[src/rtl/mips_bus_arbiter.sv]
// mips_bus_arbiter
//   Shares one Avalon-MM bus master interface between instruction fetch
//   (port 0) and data load/store (port 1). One port owns the bus per
//   transaction; its signals pass straight through to the bus, and the
//   other port is held off with waitrequest.
//
// Ports
//   clk, reset          rising-edge clock, asynchronous active-low reset
//   p0_* / p1_*         requester-side Avalon slave ports (address, read,
//                       write, writedata, byteenable in; waitrequest,
//                       readdata out)
//   address .. readdata bus-side Avalon master port
//   grant               one-hot owner: 01 = port 0, 10 = port 1, 00 = idle
//
// Configuration
//   ARB_FIXED_PRIORITY_EN  when defined, port 0 always wins a tie;
//                          otherwise ties alternate (round robin).
module mips_bus_arbiter #(
  parameter int ADDR_WIDTH = 32,
  parameter int DATA_WIDTH = 32
) (
  input  logic                    clk,
  input  logic                    reset,
  input  logic [ADDR_WIDTH-1:0]   p0_address,
  input  logic                    p0_read,
  input  logic                    p0_write,
  input  logic [DATA_WIDTH-1:0]   p0_writedata,
  input  logic [DATA_WIDTH/8-1:0] p0_byteenable,
  output logic                    p0_waitrequest,
  output logic [DATA_WIDTH-1:0]   p0_readdata,
  input  logic [ADDR_WIDTH-1:0]   p1_address,
  input  logic                    p1_read,
  input  logic                    p1_write,
  input  logic [DATA_WIDTH-1:0]   p1_writedata,
  input  logic [DATA_WIDTH/8-1:0] p1_byteenable,
  output logic                    p1_waitrequest,
  output logic [DATA_WIDTH-1:0]   p1_readdata,
  output logic [ADDR_WIDTH-1:0]   address,
  output logic                    read,
  output logic                    write,
  output logic [DATA_WIDTH-1:0]   writedata,
  output logic [DATA_WIDTH/8-1:0] byteenable,
  input  logic                    waitrequest,
  input  logic [DATA_WIDTH-1:0]   readdata,
  output logic [1:0]              grant
);

  localparam logic [1:0] IDLE = 2'd0;
  localparam logic [1:0] GNT0 = 2'd1;
  localparam logic [1:0] GNT1 = 2'd2;

  logic [1:0] state;
  logic [1:0] state_nxt;
  logic       req0;
  logic       req1;
  logic       tie_to_p0;

  assign req0 = p0_read | p0_write;
  assign req1 = p1_read | p1_write;

`ifdef ARB_FIXED_PRIORITY_EN
  assign tie_to_p0 = 1'b1;
`else
  // last_winner: 0 = port 0 won last, 1 = port 1 won last.
  // Reset to 1 so port 0 takes the first tie.
  logic last_winner;
  assign tie_to_p0 = last_winner;

  always_ff @(posedge clk or negedge reset) begin
    if (!reset) begin
      last_winner <= 1'b1;
    end else if (state == GNT0 && req0 && !waitrequest) begin
      last_winner <= 1'b0;
    end else if (state == GNT1 && req1 && !waitrequest) begin
      last_winner <= 1'b1;
    end
  end
`endif

  // Every grant ends in IDLE, either on completion or on withdrawal, so
  // the other port gets a chance to win between transactions.
  always_comb begin
    state_nxt = state;
    case (state)
      IDLE: begin
        if (req0 && (!req1 || tie_to_p0)) state_nxt = GNT0;
        else if (req1)                    state_nxt = GNT1;
      end
      GNT0:    if (!req0 || !waitrequest) state_nxt = IDLE;
      GNT1:    if (!req1 || !waitrequest) state_nxt = IDLE;
      default: state_nxt = IDLE;
    endcase
  end

  always_ff @(posedge clk or negedge reset) begin
    if (!reset) begin
      state <= IDLE;
      grant <= 2'b00;
    end else begin
      state <= state_nxt;
      grant <= {state_nxt == GNT1, state_nxt == GNT0};
    end
  end

  // Bus mux. A simultaneous read+write is illegal and is forwarded as a
  // read only.
  always_comb begin
    address        = '0;
    read           = 1'b0;
    write          = 1'b0;
    writedata      = '0;
    byteenable     = '0;
    p0_waitrequest = 1'b1;
    p1_waitrequest = 1'b1;
    case (state)
      GNT0: begin
        address        = p0_address;
        read           = p0_read;
        write          = p0_write & ~p0_read;
        writedata      = p0_writedata;
        byteenable     = p0_byteenable;
        p0_waitrequest = waitrequest;
      end
      GNT1: begin
        address        = p1_address;
        read           = p1_read;
        write          = p1_write & ~p1_read;
        writedata      = p1_writedata;
        byteenable     = p1_byteenable;
        p1_waitrequest = waitrequest;
      end
      default: ;
    endcase
  end

  assign p0_readdata = readdata;
  assign p1_readdata = readdata;

endmodule
[config.mk]
export PLATFORM = sky130hd
export DESIGN_NAME = mips_bus_arbiter
export DESIGN_NICKNAME = d
export VERILOG_FILES = /design/src/rtl/mips_bus_arbiter.sv
export SDC_FILE = /design/constraint.sdc
export NUM_CORES = 1
export LEC_CHECK = 0
export ABC_AREA = 1
export CAP_MARGIN = 20
export CORE_AREA = 2 2 123 125
export DETAILED_ROUTE_END_ITERATION = 16
export DIE_AREA = 0 0 125 127
export PLACE_DENSITY = 0.52
export SYNTH_ARGS = -nofsm -noshare
export SYNTH_HDL_FRONTEND = slang
export SYNTH_SLANG_ARGS = --single-unit
[constraint.sdc]
create_clock -name clk -period 4.05 [get_ports clk]
set_clock_uncertainty 0.05 [all_clocks]
set_input_delay 0.6075 -clock clk [delete_from_list [all_inputs] [get_ports clk]]
set_output_delay 0.6075 -clock clk [all_outputs]
set_load 0.05 [all_outputs]
# == After elaboration in Yosys (flattened, before gate mapping) ==
# Cells that the tools add are included.
# word_totals
regBits,5
inputBits,175
output_inout_bits,138
word_cells,40
# classes
n_eq_ne,4
n_mux,14
bitwise_logic,6
n_reduce_logical,13
# ops
cell,count
one-hot mux 32 bit (2 select lines),2
2-to-1 mux 2 bit,4
one-hot mux 4 bit (2 select lines),1
one-hot mux 2 bit (3 select lines),1
logical AND 1 bit,5
"equality test 2 x 1 -> 1 bit, second input constant",2
"equality test 2 bit, second input constant",2
2-to-1 mux 1 bit,4
one-hot mux 1 bit (2 select lines),2
logical NOT 1 bit,3
logical OR 1 bit,3
AND 1 bit,2
logical NOT 2 bit,1
inverter 1 bit,2
OR 1 bit,2
nonzero test 2 bit,1

# == Longest topological paths before layout ==
# Gate-level depths: netlist of run 1.
# depth
ltp_word,7
ltp_mapped,9
depth_no_buf,9

# == Worst setup path after synthesis of run 1 ==
# Ideal clock, no wire load.
# synth_path
kind,register to output
startpoint,register state[1]
endpoint,output address[20]
t_arrival_ps,1780
required_time_ps,3392
path_slack_ps,1612
path_stages_with_launch,7
path_buffers,2
path_cell_list,dfrtp_1 inv_1 ha_1 buf_2 buf_2 nand2_1 a21oi_1
# synth_between
elab_chain_len,2
word_cells_on_any_way,3
cone_classes,eq/ne: 2; mux: 1
# synth_rtl
item,line_no,source
start: declaration,52,logic [1:0] state;
start signal: assignment,100,state <= state_nxt;
equality test 2 bit / equality test 2 x 1 -> 1 bit (equally long branches),115,case (state)
one-hot mux 32 bit (2 select lines) (*),115,
end: declaration,38,"output logic [ADDR_WIDTH-1:0] address,"
# Mark *: on every way between the ends. The rest lies on a longest branch, timed or not.

# == Worst setup path in the final report of run 1 ==
# layout_path
startpoint,register state[0]
endpoint,output address[12]
# The elaborated chain is that of the path after synthesis.

==> results of run 1 <==
## worst max path at each step
stage / from / end / slack [ps]
after floorplan: state[1] / address[20] / 1610
after global placement: state[0] / address[12] / 820
final: state[0] / address[12] / 580
after detailed placement: state[0] / address[12] / 750
after global routing: state[0] / address[12] / 450
after CTS: state[0] / address[12] / 500
## final cells by class
| cell class | instances | area, sq um | share of cell area |
|---|---|---|---|
| clock buffer | 4 | 78.83 | 0.02095 |
| inverter | 13 | 48.80 | 0.01297 |
| multi-input combinational | 238 | 1061 | 0.2820 |
| sequential | 5 | 126.4 | 0.03359 |
| tap | 184 | 230.2 | 0.06119 |
| timing repair buffer | 220 | 2217 | 0.5893 |
## metrics by stage
stage / hold slack (ps) / utilization
6_report: 544.3 / 0.2608
5_1_grt: 571.9 / 0.2608
4_1_cts: 546.9 / 0.2608
3_5_place_dp: 538.1 / 0.2554
3_3_place_gp: 536.4 / 0.2554
2_1_floorplan: 261.9 / -
## cell usage in the layout (no fill, tap or decap)
master,synthesis,routed
sky130_fd_sc_hd__a21oi_1,70,70
sky130_fd_sc_hd__buf_12,0,2
sky130_fd_sc_hd__buf_4,65,2
sky130_fd_sc_hd__clkbuf_1,7,1
sky130_fd_sc_hd__clkbuf_16,0,3
sky130_fd_sc_hd__clkdlybuf4s50_1,0,216
sky130_fd_sc_hd__dfrtp_1,4,4
sky130_fd_sc_hd__dfstp_2,1,1
sky130_fd_sc_hd__ha_1,4,2
sky130_fd_sc_hd__ha_2,0,2
sky130_fd_sc_hd__inv_1,9,9
sky130_fd_sc_hd__inv_2,4,4
sky130_fd_sc_hd__nand2_1,147,147
sky130_fd_sc_hd__nand2_2,6,6
sky130_fd_sc_hd__nand2_4,1,1
sky130_fd_sc_hd__nand3_1,5,5
sky130_fd_sc_hd__nor2_2,2,2
sky130_fd_sc_hd__o21a_1,1,1
sky130_fd_sc_hd__o21ai_0,2,2
## synthesized netlist by cell type, drive strengths merged
cell and count:
nor2 2, o21ai 2, dfrtp 4, clkbuf 7, nand3 5, buf 80, o21a 1, inv 13
ha 4, nand2 154, dfstp 1, a21oi 70
## critical path, stage by stage (launching register included)
cell and delay [ps]:
sky130_fd_sc_hd__dfrtp_1 410, sky130_fd_sc_hd__inv_1 100, sky130_fd_sc_hd__ha_2 630, sky130_fd_sc_hd__buf_12 290, sky130_fd_sc_hd__nand2_1 70, sky130_fd_sc_hd__a21oi_1 190
sky130_fd_sc_hd__clkdlybuf4s50_1 850
## state kept, by name (all words and copies together), names as in the netlist
register,count
grant,2
state,2
last_winner,1
## logic make-up after synthesis
family / count (synthesis) / synth area share
simple gates: 161 / 0.3505
buf+inv: 100 / 0.3505
fa+ha+maj: 4 / 0.02749
compound gates: 73 / 0.2021
flops: 5 / 0.06942
## per-layer routing
layer | track usage | vias to the layer above
li1 | - | 1283
met1 | 0.09786 | 1115
met2 | 0.1704 | 148
met3 | 0.03350 | 28
met4 | 0.04052 | 0
met5 | 0 | -
## power by group
group	switching, mW	internal, mW	total [mW]
clock network	0.0310	0.130	0.161
logic	1.44	0.680	2.12
registers	0.0131	0.0741	0.0871
==> impl_metrics.sql, run 1 <==
INSERT INTO impl_metrics (metric_group, metric, value, unit) VALUES
('logic_synthesis', 'yosys.area.top_type_share', '0.3031', ''),
('setup_path', 'cp-end-kind', 'output port', ''),
('logic_synthesis', 'yosysTopAreaCell', 'sky130_fd_sc_hd__nand2_1', ''),
('timing', 'rsz0062_at_grt', 'no', ''),
('placed_design', 'dpl-instance-area', '3684', 'sq um'),
('routing', 'wl_met2', '4187', 'um'),
('setup_path', 'rr_endpoint', 'last_winner', ''),
('clocking', 'clock_insertion_delay_worst_skew', '230', 'ps'),
('timing', 'tightest_slew', '678.3', 'ps'),
('clocking', 'cts_hold_repair.buffers', '0', ''),
('logic_synthesis', 'synth_cell_area', '1820', 'sq um'),
('global_routing', 'first_global_vias', '2519', ''),
('logic_synthesis', 'synth_seq_cells', '5', ''),
('routing', 'drt_iter0_markers', '67', ''),
('routing', 'ant_nets', '0', ''),
('placed_design', 'post-dp-hpwl', '6699', 'um'),
('setup_path', 'timing.critical_path.required', '3390', 'ps'),
('cells_and_area', 'design_area', '3762', 'sq um'),
('global_routing', 'grt_antenna_before_repair', '0', ''),
('timing', 'fin_setup_tns', '0', 'ps'),
('timing', 'fmax', '288.2', 'MHz'),
('routing', 'routed_wirelength', '8378', 'um'),
('placed_design', 'gp_routability_congestion', '0.7674', ''),
('clocking', 'cts.sink_count', '5', ''),
('routing', 'drc_violation_count_after_routing', '0', ''),
('cells_and_area', 'fill_cells', '1597', ''),
('placed_design', 'dp.cells', '660', ''),
('placed_design', 'port_buffers', '216', ''),
('min_path', 'worstHoldStart', 'last_winner', ''),
('setup_path', 'worstSetupPathType', 'flop to output port', ''),
('die', 'die_width', '125', 'um'),
('clocking', 'cts_buffers', '3', ''),
('routing', 'number_of_vias_in_the_routed_layout', '2574', ''),
('clocking', 'clockBufferDepth', '2', ''),
('min_path', 'hold-path-cell-count', '3', ''),
('cells_and_area', 'final_cell_count_no_fill', '664', ''),
('cells_and_area', 'insertedDiodeCount', '0', ''),
('timing', 'fin_crit', '3470', 'ps'),
('setup_path', 'rrSetupSlack', '2070', 'ps'),
('clocking', 'cts.clk_slew.worst_paths', '30', 'ps'),
('die', 'core', '14420', 'sq um'),
('routing', 'vias_per_cell', '3.877', ''),
('logic_synthesis', 'yosysSeqAreaShare', '0.06942', ''),
('die', 'pin_count', '313', ''),
('placed_design', 'post-place-ws', '754.3', 'ps'),
('timing', 'slew_headroom', '0.5478', ''),
('logic_synthesis', 'post_synth_main_area_contributors', 'sky130_fd_sc_hd__nand2_1 (30%), sky130_fd_sc_hd__buf_4 (27%), sky130_fd_sc_hd__a21oi_1 (19%), sky130_fd_sc_hd__dfrtp_1 (5.5%), sky130_fd_sc_hd__buf_2 (4.1%)', ''),
('timing', 'finalSetupViolations', '0', ''),
('clocking', 'htree_levels', '1', ''),
('cells_and_area', 'nets_final', '660', ''),
('setup_path', 'timing.critical_path.arrival', '2810', 'ps'),
('die', 'die_boundary_height', '127', 'um'),
('routing', 'detail_route.wl_per_cell', '12.62', 'um'),
('outcome', 'status', 'finished, final reports clean', ''),
('global_routing', 'overflow', '0', ''),
('global_routing', 'gr-usage-all-layers', '0.09378', ''),
('timing', 'postLayoutSetupSlackWorst', '580.2', 'ps'),
('routing', 'wirelength_met1', '3014', 'um'),
('clocking', 'cts.repair.resized', '0', ''),
('timing', 'slew_viols_final', '0', ''),
('logic_synthesis', 'syn-mean-instance-area', '5.308', 'sq um'),
('global_routing', 'grt_pass1_wl', '12500', 'um'),
('logic_synthesis', 'syn_inst', '343', ''),
('cells_and_area', 'post_route_cells_drive_above_1_share', '0.04792', ''),
('setup_path', 'path_max_fanout', '40', ''),
('routing', 'highest_metal_layer_with_signal_wires', 'met4', ''),
('die', 'floorplan.initialDensity', '0.1262', ''),
('logic_synthesis', 'synth.lib_cells_used.distinct', '16', ''),
('die', 'die-area', '15880', 'sq um'),
('power', 'power.total', '2.371', 'mW'),
('power', 'vdd_drop_max', '0.2588', 'mV');
No activity file was read; power rests on OpenSTA's default activity.
==> run 2, diff against run 1 <==
--- a/config.mk
+++ b/config.mk
@@ -7,9 +7,9 @@
 export LEC_CHECK = 0
 export ABC_AREA = 1
 export CAP_MARGIN = 20
-export CORE_AREA = 2 2 123 125
+export CORE_AREA = 2 2 122 124
 export DETAILED_ROUTE_END_ITERATION = 16
-export DIE_AREA = 0 0 125 127
+export DIE_AREA = 0 0 124 126
 export PLACE_DENSITY = 0.52
 export SYNTH_ARGS = -nofsm -noshare
 export SYNTH_HDL_FRONTEND = slang
==> constraint.sdc (replaced) <==
create_clock -name clk -period 3.2 [get_ports clk]
set_clock_uncertainty 0.05 [all_clocks]
set_input_delay 0.48 -clock clk [delete_from_list [all_inputs] [get_ports clk]]
set_output_delay 0.48 -clock clk [all_outputs]
set_load 0.05 [all_outputs]
==> run 2 against run 1 <==
Clock-buffer cell count stayed put. Routed wire length is 2.6% higher. Critical path depth stayed put. Sequential power is 25% higher. Non-clock buffer count is 2 higher. Sequential share of layout area is 0.087 points higher. Worst setup slack worse by 270 ps. Critical path type unchanged. Largest cell class unchanged.
==> impl_metrics.sql, run 2 (same netlist as run 1, synthesis figures left out) <==
INSERT INTO impl_metrics (metric_group, metric, value, unit) VALUES
('outcome', 'status', 'finished, final reports clean', ''),
('placed_design', 'post-place-ws', '545.9', 'ps'),
('setup_path', 'timing.critical_path.required', '2670', 'ps'),
('die', 'pin_count', '313', ''),
('global_routing', 'grt_pass1_wl', '12380', 'um'),
('cells_and_area', 'design_area', '3667', 'sq um'),
('power', 'p_int', '1.077', 'mW'),
('routing', 'routed_wirelength', '8596', 'um'),
('setup_path', 'cp-end-kind', 'output port', ''),
('die', 'floorplan.rows', '44', ''),
('cells_and_area', 'nets_final', '662', ''),
('global_routing', 'gr-usage-all-layers', '0.09925', ''),
('timing', 'rsz0062_at_grt', 'no', ''),
('die', 'floorplan.initialDensity', '0.1272', ''),
('routing', 'wl_met2', '4283', 'um'),
('clocking', 'tritoncts_clock_tree', 'built', ''),
('timing', 'slew_headroom', '0.6438', ''),
('clocking', 'htree_levels', '1', ''),
('cells_and_area', 'utilization', '0.2562', ''),
('routing', 'detail_route.wl_per_cell', '12.91', 'um'),
('min_path', 'path_type_of_the_worst_min_delay_path', 'primary input to async pin', ''),
('routing', 'wirelength_met1', '3023', 'um'),
('clocking', 'post-cts-setup-buffers', '0', ''),
('timing', 'fmax', '346.4', 'MHz'),
('power', 'power.share.switching', '0.6353', ''),
('global_routing', 'overflow', '0', ''),
('power', 'seq_power_share', '0.037', ''),
('power', 'leakage', '1.410', 'nW'),
('power', 'vdd_drop_max', '0.2668', 'mV'),
('clocking', 'clockBufferDepth', '2', ''),
('global_routing', 'largest_net_degree_at_the_start_of_global_routing', '73', ''),
('placed_design', 'post-dp-hpwl', '6962', 'um'),
('setup_path', 'path_max_fanout', '35', ''),
('routing', 'ant_nets', '0', ''),
('clocking', 'cts.repair.resized', '0', ''),
('placed_design', 'port_buffers', '216', ''),
('die', 'die_width', '124', 'um'),
('timing', 'fin_crit', '2886', 'ps'),
('cells_and_area', 'synthToLayoutAreaGrowth', '101.4', '%'),
('cells_and_area', 'top_regs', 'grant: 2 flops, state: 2 flops, last_winner: 1 flops', ''),
('clocking', 'cts.clk_slew.worst_paths', '30', 'ps'),
('routing', 'highest_metal_layer_with_signal_wires', 'met4', ''),
('timing', 'postLayoutSetupSlackWorst', '313.5', 'ps'),
('global_routing', 'first_global_vias', '2504', ''),
('setup_path', 'cp-start-kind', 'flop', ''),
('power', 'combPwrFrac', '0.895', ''),
('die', 'die-area', '15620', 'sq um'),
('routing', 'number_of_vias_in_the_routed_layout', '2574', ''),
('power', 'net_switching_power', '1.876', 'mW'),
('clocking', 'clock-root-buffer', 'sky130_fd_sc_hd__clkbuf_16', ''),
('cells_and_area', 'insertedDiodeCount', '0', ''),
('timing', 'tightest_slew', '532.6', 'ps'),
('timing', 'final.period_utilization', '0.9020', ''),
('clocking', 'cts_buffers', '3', ''),
('timing', 'finalHoldViolations', '0', ''),
('clocking', 'cts.sink_count', '5', ''),
('routing', 'vias_per_cell', '3.865', ''),
('routing', 'drt_iter0_markers', '72', ''),
('cells_and_area', 'post_route_cells_drive_above_1_share', '0.1432', ''),
('clocking', 'clock_insertion_delay_worst_skew', '220', 'ps'),
('timing', 'finalSetupViolations', '0', ''),
('setup_path', 'worstSetupPathType', 'flop to output port', ''),
('clocking', 'cts_hold_repair.buffers', '0', ''),
('cells_and_area', 'layout.cells.most_common', 'sky130_fd_sc_hd__clkdlybuf4s50_1', ''),
('placed_design', 'gp_routability_congestion', '0.7985', ''),
('routing', 'first_pass_drt_iterations', '4', ''),
('die', 'die_boundary_height', '126', 'um'),
('die', 'core', '14310', 'sq um'),
('setup_path', 'timing.critical_path.arrival', '2360', 'ps'),
('power', 'share_clk_of_total_power', '0.068', ''),
('timing', 'slew_viols_final', '0', ''),
('power', 'power.density_cell_area', '805.2', 'nW/um^2'),
('flow_run', 'drv_cap', '0', ''),
('timing', 'fin_setup_tns', '0', 'ps'),
('routing', 'dr_wl_met3', '970', 'um'),
('global_routing', 'grt_antenna_before_repair', '0', ''),
('placed_design', 'dpl-instance-area', '3588', 'sq um'),
('routing', 'drc_violation_count_after_routing', '0', ''),
('cells_and_area', 'layout.cells.most_common_list', 'sky130_fd_sc_hd__clkdlybuf4s50_1 (172), sky130_fd_sc_hd__nand2_1 (147), sky130_fd_sc_hd__a21oi_1 (70)', '');
## run 2: cell types whose count changed in the layout (fill, tap and decap cells not counted), sizes merged
cell           delta
clkdlybuf4s50    -44
buf              +46
## run 2: path summary, 6_finish.rpt
kind	start	to	slack (ps)	depth (start not counted)
worst min register to register	last_winner	last_winner	540	3
max in group asynchronous	reset	last_winner	2420	1
min in group clk	last_winner	last_winner	540	3
worst max register to register	state[1]	grant[0]	1510	9
worst min-delay path	reset	state[0]	430	1
worst max-delay path	state[1]	address[29]	310	6
## run 2: layout make-up
| cell class | count | area [sq um] |
|---|---|---|
| inverter | 13 | 48.80 |
| tap | 184 | 230.2 |
| clock buffer | 4 | 78.83 |
| sequential | 5 | 126.4 |
| timing repair buffer | 222 | 2122 |
| multi-input combinational | 238 | 1061 |
| fill | 1606 | 10650 |
## run 2: routing by layer
metal  vias to the layer above  GRT usage
met1                      1112    0.09748
met2                       138     0.1846
met4                         0    0.04494
met5                         -          0
met3                        34    0.03351
li1                       1290          -
## run 2: critical path, stage by stage (launching register included)
cell	delay, ps
sky130_fd_sc_hd__dfrtp_1	400
sky130_fd_sc_hd__inv_1	110
sky130_fd_sc_hd__ha_2	180
sky130_fd_sc_hd__buf_4	330
sky130_fd_sc_hd__nand2_1	90
sky130_fd_sc_hd__a21oi_1	170
sky130_fd_sc_hd__clkdlybuf4s50_1	830
## run 2: through the flow
step / total power, mW / cells / hold slack, ps
3_3_place_gp: 2.775 / 662 / 533.2
5_1_grt: 3.153 / 666 / 455.2
2_1_floorplan: 2.083 / 343 / 134.4
4_1_cts: 3.005 / 666 / 430.8
6_report: 2.953 / 666 / 429.3
3_5_place_dp: 2.792 / 662 / 531.7
## run 2: power groups by stage
stage	combinational (mW)	sequential (mW)	clock (mW)
after floorplan	1.95	0.136	0
after global placement	2.67	0.109	0
after detailed placement	2.68	0.111	0
after CTS	2.69	0.110	0.204
after global routing	2.83	0.114	0.209
final	2.64	0.109	0.200
==> run 3, diff against run 2 <==
==> constraint.sdc (replaced) <==
create_clock -name clk -period 2.89 [get_ports clk]
set_clock_uncertainty 0.05 [all_clocks]
set_input_delay 0.4335 -clock clk [delete_from_list [all_inputs] [get_ports clk]]
set_output_delay 0.4335 -clock clk [all_outputs]
set_load 0.05 [all_outputs]
==> run 3 against run 2 <==
Cell area rose by 12%. Worst setup slack improved by 160 ps. Sequential share of layout area fell by 0.36 points. Clock-buffer cell count did not move. Clock power rose by 14%. Power rose by 25%. Die area did not move. Non-clock buffer count fell by 1.
==> impl_metrics.sql, run 3 (same netlist as run 1, synthesis figures left out) <==
INSERT INTO impl_metrics (metric_group, metric, value, unit) VALUES
('placed_design', 'post-place-ws', '468.9', 'ps'),
('clocking', 'post-cts-setup-buffers', '0', ''),
('routing', 'detail_route.wl_per_cell', '12.71', 'um'),
('cells_and_area', 'nets_final', '661', ''),
('clocking', 'cts.repair.resized', '0', ''),
('clocking', 'cts.clk_slew.worst_paths', '30', 'ps'),
('timing', 'final.period_utilization', '0.8364', ''),
('timing', 'postLayoutSetupSlackWorst', '472.9', 'ps'),
('die', 'floorplan.rows', '44', ''),
('setup_path', 'critPathSlowestCell', 'sky130_fd_sc_hd__clkdlybuf4s50_1', ''),
('timing', 'fmax', '413.7', 'MHz'),
('power', 'power.share.switching', '0.5872', ''),
('die', 'die_width', '124', 'um'),
('min_path', 'path_type_of_the_worst_min_delay_path', 'primary input to async pin', ''),
('cells_and_area', 'insertedDiodeCount', '0', ''),
('placed_design', 'gp_routability_congestion', '0.7487', ''),
('die', 'floorplan.initialDensity', '0.1272', ''),
('timing', 'rsz0062_at_grt', 'no', ''),
('outcome', 'status', 'finished, final reports clean', ''),
('routing', 'routed_wirelength', '8454', 'um'),
('clocking', 'cts_hold_repair.buffers', '0', ''),
('setup_path', 'worst_path_largest_cell_delay', '820', 'ps'),
('cells_and_area', 'post_route_cells_drive_above_1_share', '0.1975', ''),
('setup_path', 'reg2reg_depth', '9', ''),
('clocking', 'clock_insertion_delay_worst_skew', '230', 'ps'),
('cells_and_area', 'layout.cells.most_common', 'sky130_fd_sc_hd__nand2_1', ''),
('cells_and_area', 'design_area', '4093', 'sq um'),
('routing', 'wl_met2', '4152', 'um'),
('clocking', 'clock-root-buffer', 'sky130_fd_sc_hd__clkbuf_16', ''),
('setup_path', 'cp-start-kind', 'primary input', ''),
('routing', 'vias_per_cell', '3.901', ''),
('power', 'share_clk_of_total_power', '0.062', ''),
('setup_path', 'critical_path_cell_by_cell', 'clkdlybuf4s50_1 -> inv_1 -> nand2_1 -> clkdlybuf4s50_1', ''),
('timing', 'holdWs', '375.7', 'ps'),
('flow_run', 'drv_cap', '0', ''),
('routing', 'highest_metal_layer_with_signal_wires', 'met4', ''),
('global_routing', 'first_global_vias', '2655', ''),
('timing', 'fin_setup_tns', '0', 'ps'),
('setup_path', 'path_max_fanout', '4', ''),
('setup_path', 'rr_startpoint', 'state[1]', ''),
('setup_path', 'timing.critical_path.arrival', '1930', 'ps'),
('clocking', 'tritoncts_clock_tree', 'built', ''),
('placed_design', 'post-dp-hpwl', '6936', 'um'),
('global_routing', 'gr-usage-all-layers', '0.09999', ''),
('die', 'pin_count', '313', ''),
('placed_design', 'port_buffers', '216', ''),
('timing', 'tightest_slew', '518.4', 'ps'),
('setup_path', 'worstSetupPathType', 'primary input to output port', ''),
('routing', 'wirelength_met1', '2853', 'um'),
('clocking', 'cts.sink_count', '5', ''),
('routing', 'first_pass_drt_iterations', '4', ''),
('routing', 'dr_wl_met3', '1138', 'um'),
('setup_path', 'rrSetupSlack', '1210', 'ps'),
('timing', 'slew_viols_final', '0', ''),
('power', 'net_switching_power', '2.172', 'mW'),
('timing', 'finalSetupViolations', '0', ''),
('routing', 'ant_nets', '0', ''),
('setup_path', 'crit_buf_inv', '3', ''),
('timing', 'finalHoldViolations', '0', ''),
('setup_path', 'rr_endpoint', 'grant[0]', ''),
('placed_design', 'dpl-instance-area', '4014', 'sq um'),
('setup_path', 'cpLargestDelayFamily', 'buffers and inverters', ''),
('setup_path', 'timing.critical_path.required', '2410', 'ps'),
('cells_and_area', 'layout.cells.most_common_list', 'sky130_fd_sc_hd__nand2_1 (147), sky130_fd_sc_hd__clkdlybuf4s50_1 (145), sky130_fd_sc_hd__a21oi_1 (70)', ''),
('power', 'vdd_drop_max', '0.4132', 'mV'),
('die', 'die-area', '15620', 'sq um'),
('global_routing', 'overflow', '0', ''),
('clocking', 'cts_buffers', '3', ''),
('cells_and_area', 'top_regs', 'grant: 2 flops, state: 2 flops, last_winner: 1 flops', ''),
('clocking', 'htree_levels', '1', ''),
('power', 'seq_power_share', '0.033', ''),
('power', 'power.density_cell_area', '903.9', 'nW/um^2'),
('timing', 'fin_crit', '2417', 'ps'),
('global_routing', 'largest_net_degree_at_the_start_of_global_routing', '73', ''),
('routing', 'drc_violation_count_after_routing', '0', ''),
('setup_path', 'cp-end-kind', 'output port', ''),
('timing', 'slew_headroom', '0.6533', ''),
('power', 'leakage', '1.570', 'nW'),
('power', 'combPwrFrac', '0.905', ''),
('power', 'power.total', '3.699', 'mW'),
('power', 'p_int', '1.527', 'mW'),
('global_routing', 'grt_pass1_wl', '12680', 'um'),
('cells_and_area', 'synthToLayoutAreaGrowth', '124.8', '%'),
('die', 'die_boundary_height', '126', 'um'),
('setup_path', 'cpMostUsedCell', 'sky130_fd_sc_hd__clkdlybuf4s50_1', ''),
('clocking', 'clockBufferDepth', '2', ''),
('global_routing', 'grt_antenna_before_repair', '0', ''),
('routing', 'number_of_vias_in_the_routed_layout', '2594', ''),
('routing', 'drt_iter0_markers', '52', ''),
('die', 'core', '14310', 'sq um');
==> run 3: per-stage QoR <==
| step | cells | util |
|---|---|---|
| CTS | 665 | 0.2859 |
| global placement | 661 | 0.2804 |
| finish | 665 | 0.2859 |
| global route | 665 | 0.2859 |
| floorplan | 343 | - |
| detailed placement | 661 | 0.2804 |
==> run 3: area by class of cell <==
type,instances,area (sq um)
repair buffers,221,2547
multi-input cells,238,1061
clock buffers,4,78.83
flip-flops and latches,5,126.4
inverters,13,48.80
fillers,1579,10220
well taps,184,230.2
==> run 3: worst max-delay path by stage <==
stage | depth (start not counted) | to | slack [ps] | startpoint
after floorplan | 6 | address[20] | 630 | state[1]
after global routing | 6 | address[0] | 400 | state[0]
final | 4 | p1_waitrequest | 470 | waitrequest
after CTS | 4 | p1_waitrequest | 470 | waitrequest
after global placement | 4 | p1_waitrequest | 470 | waitrequest
after detailed placement | 4 | p1_waitrequest | 470 | waitrequest
==> run 3: metal layers <==
metal / up-vias / track usage
li1: 1284 / -
met1: 1131 / 0.09721
met2: 143 / 0.1794
met3: 36 / 0.04620
met4: 0 / 0.04296
met5: - / 0
==> run 3: power by group through the flow <==
stage / combinational (mW) / clock (mW) / sequential, mW
5_1_grt: 3.57 / 0.237 / 0.127
3_3_place_gp: 3.35 / 0 / 0.122
3_5_place_dp: 3.38 / 0 / 0.124
2_1_floorplan: 2.16 / 0 / 0.151
4_1_cts: 3.40 / 0.234 / 0.123
6_report: 3.35 / 0.229 / 0.123
==> RTL edit, RTL diff (flow settings as in run 3) <==
Make the reset (`reset`) synchronous in 2 clocked blocks. Comments in the files are not updated.
--- a/src/rtl/mips_bus_arbiter.sv
+++ b/src/rtl/mips_bus_arbiter.sv
@@ -67,5 +67,5 @@
   assign tie_to_p0 = last_winner;
 
-  always_ff @(posedge clk or negedge reset) begin
+  always_ff @(posedge clk) begin
     if (!reset) begin
       last_winner <= 1'b1;
@@ -93,5 +93,5 @@
   end
 
-  always_ff @(posedge clk or negedge reset) begin
+  always_ff @(posedge clk) begin
     if (!reset) begin
       state <= IDLE;
Formal check against the unedited RTL: differs if reset is asserted again (counterexample within 4 cycles, from zero or initial values and one cycle with reset low); with reset held inactive, the same outputs for 10 cycles.
==> RTL edit against run 3 <==
Utilization is 3.9 points lower; non-clock buffer count up 1; worst hold slack better by 0.15 ns; sequential cell count unchanged; critical path depth unchanged; wire length is 5.3% lower; area after synthesis fell by 2.4%; final area decreased by 14%; first-iteration DRC count rose by 37%; worst setup slack better by 0.029 ns; count of clock-buffer cells in the layout did not move; cell count stayed put; critical path type unchanged.
Power is left out: it rests on default switching activity, and per cell area and clock period it moved more than threefold.
==> RTL edit: results (changes against run 3) <==
[finish]
top_regs = grant (2), state (2), last_winner (1)
fill_cells = 1601  ; +1.4%
diodes = 0  ; unchanged
drive_above_1_share = 0.1809  ; -0.01663
layout.nets = 661  ; unchanged

[synth]
yosys_warnings = 0  ; unchanged
ys.flop_type = dfxtp_1
synth_area_leaders = nand2_1 32%, buf_4 28%, a21oi_1 20%, dfxtp_1 5.6%, buf_2 3.9%
ys_top_cells_by_count = 151 x nand2_1, 70 x a21oi_1, 66 x buf_4
ys_seq_area_frac = 0.05634  ; -0.01308
ys_async_sr_fraction = 0  ; -1.000
syn_nets = 521  ; -0.19%
yosysUniqueCellTypes = 16  ; unchanged

[global_route]
grtUsageTotal = 0.08786  ; -0.01213
grt_pass1_wl_um = 11180  ; -12%
grt_pass1_vias = 2431  ; -8.4%
grt_max_degree = 38  ; -48%
grt_antenna_before_repair = 0  ; unchanged

[cts]
clockRootBuffer = clkbuf_16
post_cts_buffers = 0  ; unchanged
htreeDepth = 1  ; unchanged
clkTransAtPathRegs_ns = 0.03  ; about the same
cts_inserted_buffers = 3  ; unchanged
clk_latency_ns = 0.23  ; about the same

[worst_hold_path]
hold_path_class = reg -> reg
whs_path_depth = 4
hp-start = last_winner

[place]
port_buffers = 216  ; unchanged
gp_congestion = 0.7549  ; +0.83%
hpwl_um = 6678  ; -3.7%

[worst_setup_path]
path_max_fanout = 4  ; unchanged
r2r-end = grant[1]
r2r-start = state[0]
rrSetupSlack_ns = 1.23  ; +0.02 ns

[run_status]
status = finished clean

[drt]
drtIter0Drc = 71  ; +37%
avgViaCountPerCell = 3.920  ; +0.50%
routed_wl_um = 8002  ; -5.3%

[sta]
hold_slack_ns = 0.5224  ; +0.1466 ns
tightest_slew_ns = 0.4969  ; -0.02153 ns

-- RTL edit: changes by cell type in the layout (fill, tap and decap cells not counted), sizes merged, moves of 2 or more --
| cell | change |
|---|---|
| dfxtp | +5 |
| inv | -3 |
| nor2 | +2 |
| dfrtp | -4 |
| o21ai | +2 |
-- RTL edit: cell families after synthesis --
logic type	count (synthesis)	synth area share
and+or+nand+nor	162	0.3528
buffers and inverters	97	0.3542
AOI/OAI and AO/OA	74	0.2085
DFF	5	0.05634
adders and majority gates	4	0.02817
-- RTL edit: worst max-delay path, cell delays in order --
cell	delay [ns]
clkdlybuf4s50_1	0.52
inv_1	0.07
nand2_1	0.08
clkdlybuf4s50_1	0.80
-- RTL edit: worst max-delay path by stage --
stage	depth (start not counted)	start	endpoint
6_report	4	waitrequest	p1_waitrequest
5_1_grt	4	waitrequest	p1_waitrequest
3_3_place_gp	4	waitrequest	p1_waitrequest
3_5_place_dp	4	waitrequest	p1_waitrequest
2_1_floorplan	5	state[0]	address[0]
4_1_cts	4	waitrequest	p1_waitrequest
-- RTL edit: routing by layer --
metal,up-vias,track usage,routed length (um)
met4,0,0.03833,263
met3,29,0.03442,1123
li1,1289,-,-
met5,-,0,0
met2,180,0.1603,3769
met1,1109,0.08661,2845
-- RTL edit: area by class of cell --
cell class,instances,area (sq um),share of cell area
clock buffer,4,78.83,0.02234
inverter,10,37.54,0.01064
multi-input combinational,240,1052,0.2982
sequential,5,100.1,0.02837
tap,184,230.2,0.06525
timing repair buffer,222,2029,0.5752
-- RTL edit: through the flow --
step                      area (sq um)    util  worst slack (ns)  instances
after global placement            3450  0.2410            0.5114        661
final                             3528  0.2465            0.5019        665
after detailed placement          3450  0.2410            0.5075        661
after CTS                         3528  0.2465            0.5049        665
after global routing              3528  0.2465            0.4493        665
after floorplan                   1777       -            0.6718        342
